File: src/rtl/key_pkg.sv
// Shared constants and types for the key XOR data-path stage and its key file.
package key_pkg;

  localparam int KEY_DATA_W = 8;
  localparam int KEY_NUM    = 4;
  localparam int KEY_IDX_W  = 2;

  typedef enum logic [0:0] {
    LOAD,
    RUN
  } key_xor_state_t;

  typedef logic [KEY_DATA_W-1:0] key_byte_t;

endpackage

File: src/rtl/key_reg_file.sv
// Four-entry key byte file with a per-entry loaded mask; writes blocked while locked.
module key_reg_file
  import key_pkg::*;
#(
  parameter int DATA_W   = KEY_DATA_W,
  parameter int NUM_KEYS = KEY_NUM,
  parameter int IDX_W    = KEY_IDX_W
) (
  input  logic              clk,
  input  logic              n_rst,
  input  logic              wr_en,
  input  logic [IDX_W-1:0]  wr_addr,
  input  logic [DATA_W-1:0] wr_data,
  input  logic              clear,
  input  logic              lock,
  input  logic [IDX_W-1:0]  rd_idx,
  output logic [DATA_W-1:0] rd_data,
  output logic              all_loaded
);

  logic [DATA_W-1:0]   r_keys [NUM_KEYS];
  logic [NUM_KEYS-1:0] r_mask;

  // NOTE: the key storage is reset along with the mask so a freshly reset file reads zero.
  always_ff @(posedge clk or negedge n_rst) begin
    if (!n_rst) begin
      r_keys <= '{default: '0};
      r_mask <= '0;
    end else if (clear) begin
      // Clear only invalidates; key bytes are retained but unusable until reloaded.
      r_mask <= '0;
    end else if (wr_en && !lock) begin
      r_keys[wr_addr] <= wr_data;
      r_mask[wr_addr] <= 1'b1;
    end
  end

  assign rd_data    = r_keys[rd_idx];
  assign all_loaded = &r_mask;

endmodule

File: src/rtl/key_xor_stage.sv
// Key XOR stage: XORs accepted bytes with key[key_count], one-deep output register.
// Optional macro KEY_XOR_PARITY_EN adds out_parity, the even parity of out_data.
module key_xor_stage
  import key_pkg::*;
#(
  parameter int DATA_W   = KEY_DATA_W,
  parameter int NUM_KEYS = KEY_NUM,
  parameter int IDX_W    = KEY_IDX_W
) (
  input  logic              clk,
  input  logic              n_rst,
  input  logic              key_wr_en,
  input  logic [IDX_W-1:0]  key_wr_addr,
  input  logic [DATA_W-1:0] key_wr_data,
  input  logic              key_clear,
  input  logic [IDX_W-1:0]  key_count,
  output logic              count_enable,
  input  logic              in_valid,
  input  logic [DATA_W-1:0] in_data,
  output logic              in_ready,
  output logic              out_valid,
  output logic [DATA_W-1:0] out_data,
  input  logic              out_ready,
  output logic              keys_ready,
`ifdef KEY_XOR_PARITY_EN
  output logic              out_parity,
  output logic              block_done
`else
  output logic              block_done
`endif
);

  key_xor_state_t    r_state;
  key_xor_state_t    w_state_next;
  logic              w_lock;
  logic              w_all_loaded;
  logic              w_accept;
  logic [DATA_W-1:0] w_key;
  logic [DATA_W-1:0] w_cipher;

  logic              r_out_valid;
  logic [DATA_W-1:0] r_out_data;
  logic              r_block_done;

  key_reg_file #(
    .DATA_W   (DATA_W),
    .NUM_KEYS (NUM_KEYS),
    .IDX_W    (IDX_W)
  ) u_key_reg_file (
    .clk        (clk),
    .n_rst      (n_rst),
    .wr_en      (key_wr_en),
    .wr_addr    (key_wr_addr),
    .wr_data    (key_wr_data),
    .clear      (key_clear),
    .lock       (w_lock),
    .rd_idx     (key_count),
    .rd_data    (w_key),
    .all_loaded (w_all_loaded)
  );

  // NOTE: non-blocking assignments make every register sample pre-edge values.
  always_ff @(posedge clk or negedge n_rst) begin
    if (!n_rst) r_state <= LOAD;
    else        r_state <= w_state_next;
  end

  // NOTE: every output of this block is defaulted first so no latch can be inferred.
  always_comb begin
    w_state_next = r_state;
    w_lock       = 1'b0;
    keys_ready   = 1'b0;
    in_ready     = 1'b0;
    unique case (r_state)
      LOAD: begin
        if (!key_clear && w_all_loaded) w_state_next = RUN;
      end
      RUN: begin
        w_lock     = 1'b1;
        keys_ready = 1'b1;
        in_ready   = !r_out_valid || out_ready;
        if (key_clear) w_state_next = LOAD;
      end
      default: w_state_next = LOAD;
    endcase
    w_accept     = in_valid && in_ready;
    count_enable = w_accept;
  end

  assign w_cipher = in_data ^ w_key;

  always_ff @(posedge clk or negedge n_rst) begin
    if (!n_rst) begin
      r_out_valid  <= 1'b0;
      r_out_data   <= '0;
      r_block_done <= 1'b0;
    end else begin
      r_block_done <= w_accept && (key_count == IDX_W'(NUM_KEYS - 1));
      if (w_accept) begin
        r_out_valid <= 1'b1;
        r_out_data  <= w_cipher;
      end else if (out_ready) begin
        r_out_valid <= 1'b0;
      end
    end
  end

`ifdef KEY_XOR_PARITY_EN
  logic r_out_parity;

  always_ff @(posedge clk or negedge n_rst) begin
    if (!n_rst)        r_out_parity <= 1'b0;
    else if (w_accept) r_out_parity <= ^w_cipher;
  end

  assign out_parity = r_out_parity;
`else
`endif

  assign out_valid  = r_out_valid;
  assign out_data   = r_out_data;
  assign block_done = r_block_done;

endmodule

File: config.mk
export PLATFORM = sky130hd
export DESIGN_NAME = key_xor_stage
export DESIGN_NICKNAME = d
export VERILOG_FILES = /design/src/rtl/key_pkg.sv /design/src/rtl/key_reg_file.sv /design/src/rtl/key_xor_stage.sv
export SDC_FILE = /design/constraint.sdc
export NUM_CORES = 1
export LEC_CHECK = 0
export BUFFER_PORTS_ARGS = -buffer_cell sky130_fd_sc_hd__buf_2
export CAP_MARGIN = 10
export CORE_UTILIZATION = 40
export CTS_CLUSTER_SIZE = 16
export DETAILED_ROUTE_END_ITERATION = 10
export PLACE_DENSITY_LB_ADDON = 0.3
export RECOVER_POWER = 25
export SYNTH_ARGS = -nofsm -noshare
export SYNTH_HDL_FRONTEND = slang
export SYNTH_SLANG_ARGS = --single-unit
File: constraint.sdc
create_clock -name clk -period 1.6 [get_ports clk]
set_input_delay 0.08 -clock clk [delete_from_list [all_inputs] [get_ports clk]]
set_output_delay 0.08 -clock clk [all_outputs]
set_load 0.02 [all_outputs]
---- After elaboration in Yosys (flattened, before gate mapping) ----
Cells that the tools add are included.
word-level totals
  register bits ........................... 47
  input port bits ......................... 26
  output and inout port bits .............. 13
  logic and storage cells ................. 52
operators by class
  magnitude comparators ................... 5
  equality and inequality tests ........... 1
  muxes and demuxes ....................... 17
  bitwise gates (word level) .............. 6
  reductions and logical operators ........ 14
operators with widths
  operator                                                                             count
  32-bit bitwise mux                                                                   1
  8-bit 2-to-1 mux                                                                     3
  8-bit binary-select mux with 2-bit select                                            1
  8-bit demux with 2-bit select                                                        1
  4-bit 2-to-1 mux                                                                     2
  8-bit bitwise XOR                                                                    1
  1-bit 2-to-1 mux                                                                     7
  3-bit greater-or-equal comparator, second input constant                             2
  1-bit logical AND                                                                    6
  2-bit NOT with 3-bit output                                                          2
  4-bit bitwise OR                                                                     1
  4-bit AND reduction                                                                  1
  2-bit nonzero test                                                                   2
  1-bit zero test                                                                      3
  2-bit by 3-bit < comparator with 1-bit output, second input constant                 1
  3-bit by 1-bit < comparator with 1-bit output, second input constant                 1
  1-bit demux with 2-bit select                                                        1
  2-bit == test, second input constant                                                 1
  2-bit by 1-bit greater-or-equal comparator with 1-bit output, second input constant  1
  1-bit NOT                                                                            2
  1-bit case mux with 2 select lines                                                   1
  2-bit AND reduction                                                                  1
  1-bit logical OR                                                                     1

---- Logic depth before layout (Yosys ltp) ----
Gate-level depths: netlist (run 1).
  depth after elaboration ................. 7
  gate-level depth with buffers ........... 4
  mapped depth without buffers ............ 4

---- By module ----
A second synthesis (run 1) with hierarchy kept.
unflattened totals
  cell total of the unflattened synthesis .. 130
  area, all modules ....................... 2122.0 um2
by module, submodules not included
  module         instances  cells each  area an instance (um2)  sequential area each (um2)
  key_reg_file   1          94          1577.8                  900.9
  key_xor_stage  1          36          544.3                   275.3

---- Worst setup path before layout (run 1) ----
No wires, ideal clock.
  kind .................................... reg2reg
  start ................................... register r_state
  end ..................................... register u_key_reg_file.r_keys[16] (netlist name)
  library setup time ...................... 0.125 ns
  arrival ................................. 1.472 ns
  data required time ...................... 1.475 ns
  setup slack ............................. 0.003 ns
  cell stages (with the launch flop) ...... 5
  path buffers ............................ 1
  period minus slack after synthesis ...... 1.597 ns
  cells stage by stage .................... dfrtp_1 nor4bb_1 nor2b_1 buf_2 mux2_2
on the way
  cells in the longest elaborated chain, start to end .. 4
RTL lines
  element                               RTL line             text
  from (decl)                           key_xor_stage.sv:33  key_xor_state_t r_state;
  from (signal assigned)                key_xor_stage.sv:65  else r_state <= w_state_next;
  1-bit 2-to-1 mux                      key_xor_stage.sv:74  unique case (r_state)
  1-bit zero test                       key_reg_file.sv:32   end else if (wr_en && !lock) begin
  1-bit logical AND                     key_reg_file.sv:32
  2-bit AND reduction (no source line)  -
  to (signal, indexed assignment)       key_reg_file.sv:33   r_keys[wr_addr] <= wr_data;
  to (decl)                             key_reg_file.sv:21   logic [DATA_W-1:0] r_keys [NUM_KEYS];
Every way passes these cells.
A chain may end at the register's enable or synchronous reset.

---- Final worst setup path (run 1) ----
  start ................................... register r_state
  end ..................................... register u_key_reg_file.r_keys[19] (netlist name)
Same word-level chain as after synthesis.

==> results_dict.tcl, run 1 <==
set metrics [dict create \
    status "finished with violations" \
    violations "negative setup slack" \
    post-route-cell-area_sq_mm 0.00256 \
    fin_nets 207 \
    startpoint_type "register" \
    grt_pass1_wl_mm 6.44 \
    hold_class "primary input to register" \
    drive_above_1_share_pct 61.9 \
    fmax_mhz 617 \
    grt_max_degree 25 \
    arrival_ns 1.80 \
    p_per_area_mw_per_mm2 1080 \
    finalCriticalPeriod_ns 1.62 \
    syn_inst 128 \
    ys_ff_latch 47 \
    whs_path_depth 2 \
    clk_pin_slew_ns 0.08 \
    synth.avg_cell_area_sq_um 15.8 \
    via_per_inst 4.98 \
    via_count 1234 \
    worstSkewPairLatency_ns 0.30 \
    vdd_drop_max_uv 577 \
    min-delay-start "key_wr_data[4]" \
    hold_viol 0 \
    synth_common_cells "dfrtp_1 (47), mux2_2 (40), mux4_2 (8), xor2_1 (8)" \
    crit_chain "nor4bb_4 > nor2b_4 > buf_6 > mux2_4" \
    antenna_cells 0 \
    grt_pass1_vias 1330 \
    coreArea_sq_mm 0.00479 \
    ys_warn_count 0 \
    crit_fanout 6 \
    synth_edf_count 0 \
    synthArstFlopShare_pct 100 \
    required_ns 1.78 \
    reg2reg_to "u_key_reg_file.r_keys[19]" \
    track_usage_pct 16.7 \
    synth_area_sq_mm 0.00202 \
    ant_nets 0 \
    place_hpwl_mm 2.78 \
    path_buf_inv 1 \
    synth_flop_cell "dfrtp_1" \
    io_pins 39 \
    post_dp_cell_area_sq_mm 0.00235 \
    initial_utilization_pct 42.3 \
    r2r_cells 4 \
    die_h_um 73.1 \
    wl_mm 4.02 \
    ys_types 22 \
    fin_util_pct 53.6 \
    finalSetupTns_ns -0.0882 \
    whs_endpoint "u_key_reg_file.r_keys[20]" \
    synth_area_leaders "dfrtp_1 (58%), mux2_2 (22%), mux4_2 (8.9%)" \
    synth_top_area_share_pct 58.1 \
    rows 25 \
    setup_viol 5 \
    drv_cap 0 \
    path_delay_family "simple AND/OR/NAND/NOR gates" \
    clock_sinks 47 \
    yosysSeqAreaShare_pct 58.1 \
    fillers 385 \
    grt-ovfl-total 0 \
    total_power_w 0.00277 \
    cts_buffers 5 \
    dieArea_sq_mm 0.00535 \
    setup_slack_ns -0.0212 \
    post-synth-top-count-cell "dfrtp_1" \
    final.setup_skew_ns 0.00745 \
    die_w_um 73.1 \
    drc 0 \
    tightestPinTransition_ns 0.618 \
    grt_antenna_before_repair 0 \
    cts_max_path_buffers 2 \
    slew_viol_final 0 \
    avgRoutedWirePerCell_um 16.2 \
    syn2layout_area_growth_pct 26.6 \
    crit_slowest_cell "dfrtp_2" \
    gp_congestion 0.744 \
    slew_headroom_pct 58.8 \
    rsz0062_at_grt "yes" \
    crit_type "register to register" \
    synth_top_cell_by_area "dfrtp_1" \
    firstDrtPassIters 4 \
    r2r_slack_ns -0.02 \
    period_share_pct 101 \
    drtIter0Drc 33 \
    cts_root_buffer "clkbuf_8" \
    portBuffers 38 \
    worstSetupStartpoint "r_state" \
    cts_max_level 2 \
    cts_tree "done" \
    p_leak_nw 1.24 \
    crit_path_end_kind "register" \
    synthesis.nets 154 \
    max_stage_delay_ns 0.47 \
    regToRegStartpoint "r_state" \
]
-- cell usage in the layout (no fill, tap or decap) --
| master | count |
|---|---|
| dlygate4sd3_1 | 1 |
| nor2b_2 | 1 |
| nand2b_1 | 1 |
| nand3_1 | 1 |
| clkbuf_8 | 6 |
| buf_2 | 37 |
| mux2_4 | 8 |
| buf_12 | 1 |
| nor4bb_4 | 1 |
| a21o_1 | 2 |
| mux2_2 | 32 |
| and3_2 | 1 |
| inv_1 | 3 |
| nand2_4 | 1 |
| o21ai_0 | 2 |
| buf_6 | 5 |
| inv_4 | 1 |
| buf_4 | 5 |
| clkbuf_2 | 1 |
| xor2_1 | 8 |
| a41oi_1 | 1 |
| nor4b_4 | 1 |
| nor2b_4 | 1 |
| dfrtp_2 | 1 |
| nand2_1 | 2 |
| clkinv_2 | 1 |
| and2_1 | 1 |
| dfrtp_1 | 46 |
| nor2_1 | 1 |
| mux4_2 | 8 |
-- layer usage --
| layer | global-route usage [%] | vias to the layer above | routed length [um] | part of all wire, % |
|---|---|---|---|---|
| met3 | 4.70 | 10 | 158 | 3.9 |
| li1 | - | 564 | - | - |
| met1 | 20.3 | 634 | 1780 | 44 |
| met2 | 28.0 | 26 | 1980 | 49 |
| met5 | 0 | - | 0 | 0 |
| met4 | 6.97 | 0 | 106 | 2.6 |
-- stage by stage --
stage / cells / hold slack (ns) / setup WS (ns)
finish: 248 / 0.0539 / -0.0212
global route: 248 / 0.0494 / -0.0816
CTS: 247 / 0.00458 / -0.0155
detailed placement: 238 / 0.101 / -0.0630
global placement: 238 / 0.0977 / 0.0221
floorplan: 128 / -0.216 / 0.00281
-- final cells by class --
cell class	instances	area [sq um]	area share, %
Multi-Input combinational cell	73	883	34.5
Clock inverter	1	5.00	0.195
Clock buffer	6	82.6	3.22
Tap cell	67	83.8	3.27
Sequential cell	47	1180	45.9
Inverter	4	17.5	0.683
Timing Repair Buffer	50	314	12.2
-- cells by family after synthesis --
logic type / synth area share, %
compound gates: 1.67
buf+inv: 2.10
mux: 31.1
flops: 58.1
xor+xnor: 3.46
simple gates: 3.52
-- worst max path at each step --
stage	to	depth (start not counted)	slack, ns
floorplan	u_key_reg_file.r_keys[16]	4	0.003
detailed placement	u_key_reg_file.r_keys[18]	4	-0.06
global route	u_key_reg_file.r_keys[21]	4	-0.08
finish	u_key_reg_file.r_keys[19]	4	-0.02
CTS	u_key_reg_file.r_keys[19]	4	-0.02
global placement	u_key_reg_file.r_keys[16]	4	0.02
-- report_power, final --
group / switching [W] / internal, W / leakage (nW)
clock: 0.000377 / 0.000339 / 0.0470
sequential: 0.000105 / 0.00140 / 0.584
combinational: 0.000204 / 0.000347 / 0.606
-- what timing repair did --
| item | CTS | global route |
|---|---|---|
| setup buffers | 1 | 1 |
| pin swaps | 1 | 1 |
| hold buffers | 1 | 0 |
| resized for setup | 12 | 12 |
| endpoints found under the hold margin | 23 | 0 |
| endpoints found under the setup margin | 16 | 25 |
-- registers in the layout, indices dropped and copies added (netlist names) --
name and cells:
u_key_reg_file.r_mask 4, u_key_reg_file.r_keys 32, out_data 8, block_done 1
out_valid 1, r_state 1
(Power assumes the default switching activity.)
==> run 2: changes to the inputs <==
- CTS_CLUSTER_SIZE: 16 -> 12
- REMOVE_ABC_BUFFERS: not set -> 1
- SKIP_CTS_REPAIR_TIMING: not set -> 1
==> results_dict.tcl, run 2 (synthesis results as in run 1) <==
set metrics [dict create \
    status "completed" \
    whs_endpoint "u_key_reg_file.r_keys[21]" \
    rsz0062_at_grt "yes" \
    cts_max_level 2 \
    final.setup_skew_ns 0.00341 \
    total_power_w 0.00269 \
    setup_viol 0 \
    track_usage_pct 16.5 \
    vdd_drop_max_uv 595 \
    grt_pass1_wl_mm 6.38 \
    regToRegStartpoint "r_state" \
    worstSkewPairLatency_ns 0.28 \
    tightestPinTransition_ns 0.640 \
    via_per_inst 4.92 \
    top_register "u_key_reg_file.r_keys" \
    grt_max_degree 26 \
    period_share_pct 96.3 \
    via_count 1215 \
    min-delay-start "key_wr_data[5]" \
    drc 0 \
    slew_viol_final 0 \
    die_h_um 73.1 \
    io_pins 39 \
    initial_utilization_pct 42.3 \
    grt-ovfl-total 0 \
    fin_nets 205 \
    die_w_um 73.1 \
    cts_buffers 5 \
    regArea_sq_mm 0.00118 \
    gp_congestion 0.719 \
    drive_above_1_share_pct 60.0 \
    syn2layout_area_growth_pct 24.1 \
    crit_type "register to register" \
    dieArea_sq_mm 0.00535 \
    crit_path_end_kind "register" \
    multi_input_area_sq_um 870 \
    drv_cap 0 \
    slew_headroom_pct 57.3 \
    reg2reg_to "u_key_reg_file.r_keys[20]" \
    final_cell_mix "dfrtp_1 (46), buf_2 (38), mux2_2 (35)" \
    rows 25 \
    whs_path_depth 2 \
    required_ns 1.78 \
    fillers 417 \
    coreArea_sq_mm 0.00479 \
    cts_root_buffer "clkbuf_8" \
    grt_pass1_vias 1305 \
    drtIter0Drc 38 \
    wl_mm 3.95 \
    post-route-cell-area_sq_mm 0.00251 \
    hold_class "primary input to register" \
    r2r_slack_ns 0.06 \
    p_per_area_mw_per_mm2 1070 \
    portBuffers 38 \
    firstDrtPassIters 4 \
    finalSetupTns_ns 0 \
    avgRoutedWirePerCell_um 16.0 \
    grt_antenna_before_repair 0 \
    cts_max_path_buffers 2 \
    ant_nets 0 \
    hold_viol 0 \
    mostFrequentLayoutCell "dfrtp_1" \
    cts_tree "done" \
    startpoint_type "register" \
    fmax_mhz 649 \
    place_hpwl_mm 2.87 \
    largest_reg_flops 32 \
    crit_fanout 4 \
    r2r_cells 4 \
    p_leak_nw 1.20 \
    timing.hold.ws_ns 0.0693 \
    clk_pin_slew_ns 0.08 \
    clock_sinks 47 \
    antenna_cells 0 \
    arrival_ns 1.72 \
    finalCriticalPeriod_ns 1.54 \
    post_dp_cell_area_sq_mm 0.00234 \
]
## run 2: final cells by class
type	count	share of cell area (%)
multi-input cells	73	34.6
well taps	67	3.34
flip-flops and latches	47	46.9
inverters	4	0.598
clock buffers	7	3.04
repair buffers	48	11.4
clock inverters	1	0.199
## run 2: how the worst max path moves through the flow
stage | from | end | cells past startpoint | slack (ns)
after floorplan | r_state | u_key_reg_file.r_keys[24] | 3 | -0.24
after global routing | r_state | u_key_reg_file.r_keys[23] | 4 | 0.007
after detailed placement | r_state | u_key_reg_file.r_keys[22] | 4 | -0.05
after global placement | r_state | u_key_reg_file.r_keys[31] | 4 | 0.03
after CTS | r_state | u_key_reg_file.r_keys[22] | 4 | -0.06
final | r_state | u_key_reg_file.r_keys[20] | 4 | 0.06
## run 2: per-stage QoR
stage,instances,setup WS [ns],utilization (%)
2_1_floorplan,124,-0.243,-
3_3_place_gp,237,0.0323,49.0
3_5_place_dp,237,-0.0453,49.0
4_1_cts,245,-0.0623,50.7
5_1_grt,247,0.00671,52.5
6_report,247,0.0599,52.5
## run 2: layer usage
layer,part of all wire (%),global-route usage (%),vias to the layer above
li1,-,-,562
met1,41,19.3,628
met2,55,29.3,18
met3,2.3,3.45,7
met4,1.5,6.75,0
met5,0,0,-
## run 2: power by group
part | switching, W | total (W) | internal (W) | leakage (nW)
clock network | 0.000351 | 0.000657 | 0.000307 | 0.0422
registers | 0.000103 | 0.00150 | 0.00140 | 0.584
logic | 0.000201 | 0.000535 | 0.000334 | 0.576
## run 2: critical path, cell delays in order (launching register included)
cell      delay [ns]
dfrtp_2         0.46
nor4bb_4        0.30
nor2b_4         0.21
buf_6           0.13
mux2_2          0.33
==> run 3: changes to the inputs <==
- ABC_AREA: not set -> 1
==> results_dict.tcl, run 3 <==
set metrics [dict create \
    final.setup_skew_ns 0.00538 \
    via_count 1786 \
    drtIter0Drc 138 \
    r2r_cells 6 \
    hold_viol 1 \
    place_hpwl_mm 3.11 \
    cts_max_level 2 \
    wl_met1_mm 2.13 \
    dieArea_sq_mm 0.00590 \
    synth_top_cell_by_area "dfrtp_1" \
    ys_types 20 \
    grt-ovfl-total 0 \
    coreArea_sq_mm 0.00524 \
    gp_congestion 0.742 \
    grt_antenna_before_repair 0 \
    drc 0 \
    ys_warn_count 0 \
    ant_nets 0 \
    setup_viol 0 \
    p_per_area_mw_per_mm2 1070 \
    io_pins 39 \
    clock_sinks 47 \
    hold_class "primary input to register" \
    drive_above_1_share_pct 23.4 \
    crit_type "register to output port" \
    grt_max_degree 48 \
    slew_headroom_pct 33.0 \
    grt_pass1_vias 1706 \
    setup_slack_ns 0.296 \
    synth_common_cells "nand2_1 (97), dfrtp_1 (47), nand3_1 (32), inv_1 (23), o21ai_1 (20)" \
    firstDrtPassIters 4 \
    dr_wl_met3_um 175 \
    wl_met2_mm 2.22 \
    crit_path_end_kind "output port" \
    status "finished with violations" \
    synth_area_leaders "dfrtp_1 (53%), nand2_1 (16%), nand3_1 (7.2%)" \
    die_h_um 76.8 \
    initial_utilization_pct 42.7 \
    post_dp_cell_area_sq_mm 0.00247 \
    cts_buffers 5 \
    portBuffers 38 \
    post-place-ws_ns 0.319 \
    fin_nets 328 \
    post-route-cell-area_sq_mm 0.00258 \
    slew_viol_final 0 \
    crit_fanout 2 \
    synth_edf_count 0 \
    startpoint_type "register" \
    synth.avg_cell_area_sq_um 8.61 \
    p_leak_nw 1.35 \
    rsz0062_at_grt "no" \
    via_per_inst 4.79 \
    clk_pin_slew_ns 0.08 \
    yosysSeqAreaShare_pct 52.5 \
    required_ns 1.52 \
    mostFrequentLayoutCell "nand2_1" \
    syn_inst 260 \
    maxUsedRoutingLayer "met4" \
    finalCriticalPeriod_ns 1.30 \
    synth_top_area_share_pct 52.5 \
    drv_cap 0 \
    cts_max_path_buffers 2 \
    tightestPinTransition_ns 1.01 \
    whs_path_depth 2 \
    ys_ff_latch 47 \
    wl_mm 4.59 \
    cts_root_buffer "clkbuf_8" \
    grt_pass1_wl_mm 8.06 \
    period_share_pct 81.5 \
    post-synth-top-count-cell "nand2_1" \
    largest_reg_flops 32 \
    top_register "u_key_reg_file.r_keys" \
    arrival_ns 1.22 \
    synth_flop_cell "dfrtp_1" \
    synthArstFlopShare_pct 100 \
    synth_area_sq_mm 0.00224 \
    antenna_cells 0 \
    timing.hold.ws_ns -0.0144 \
    vdd_drop_max_uv 547 \
    avgRoutedWirePerCell_um 12.3 \
    worstSkewPairLatency_ns 0.30 \
    track_usage_pct 17.8 \
    syn2layout_area_growth_pct 15.3 \
    die_w_um 76.8 \
    fillers 530 \
    final_cell_mix "nand2_1 (97), dfrtp_1 (47), buf_2 (39)" \
    fmax_mhz 767 \
    violations "negative hold slack" \
    rows 26 \
    cts_tree "done" \
]
-- run 3: changes by cell type after synthesis, sizes merged, moves of 6 or more --
| cell | before | now |
|---|---|---|
| xor2 | 8 | 0 |
| o21ai | 2 | 37 |
| inv | 4 | 25 |
| mux2 | 40 | 0 |
| mux4 | 8 | 0 |
| buf | 3 | 9 |
| nand2 | 3 | 98 |
| nand3 | 1 | 36 |
-- run 3: cell families (layout without fill, tap and decap cells) --
| logic type | after synthesis | count (layout) | synth area share [%] |
|---|---|---|---|
| AND/OR/NAND/NOR | 139 | 139 | 28.6 |
| flip-flops | 47 | 47 | 52.5 |
| AO/OA/AOI/OAI | 38 | 38 | 10.5 |
| buffers and inverters | 36 | 79 | 8.38 |
-- run 3: through the flow --
step	util (%)	setup TNS [ns]	total power [W]	cells
final	49.3	0	0.00277	373
after global routing	49.3	0	0.00295	373
after detailed placement	47.3	0	0.00203	363
after floorplan	-	-0.192	0.00184	251
after global placement	47.3	0	0.00201	363
after CTS	49.2	0	0.00280	371
-- run 3: area by class of cell --
class | instances | area (sq um) | share of cell area [%]
Timing Repair Buffer | 44 | 235 | 9.11
Inverter | 27 | 108 | 4.17
Clock buffer | 8 | 100 | 3.88
Sequential cell | 47 | 1180 | 45.6
Tap cell | 70 | 87.6 | 3.39
Multi-Input combinational cell | 177 | 875 | 33.9
-- run 3: worst max-delay path, cell delays in order, from the launching register on --
cell and delay, ns:
dfrtp_1 0.38, inv_1 0.07, nor2_1 0.04, nor2_1 0.11, nand2_1 0.11, clkinvlp_4 0.08, buf_2 0.15
-- run 3: power breakdown --
| part | switching (W) | internal [W] |
|---|---|---|
| logic | 0.000310 | 0.000209 |
| clock network | 0.000373 | 0.000394 |
| registers | 0.000102 | 0.00138 |
| total | 0.000785 | 0.00198 |
-- run 3: layer usage --
| layer | global-route usage, % | vias up |
|---|---|---|
| li1 | - | 916 |
| met1 | 23.2 | 821 |
| met2 | 28.9 | 42 |
| met3 | 4.52 | 7 |
| met4 | 5.58 | 0 |
| met5 | 0 | - |
-- run 3: worst paths after layout --
kind                                             end  slack (ns)        start
max                                     count_enable        0.30    out_valid
min                                        out_valid       -0.01    out_ready
max reg2reg                u_key_reg_file.r_keys[30]        0.33      r_state
min reg2reg                              out_data[5]        0.48  out_data[5]
max in group asynchronous  u_key_reg_file.r_keys[21]        0.40        n_rst
min in group asynchronous  u_key_reg_file.r_keys[30]        0.57        n_rst
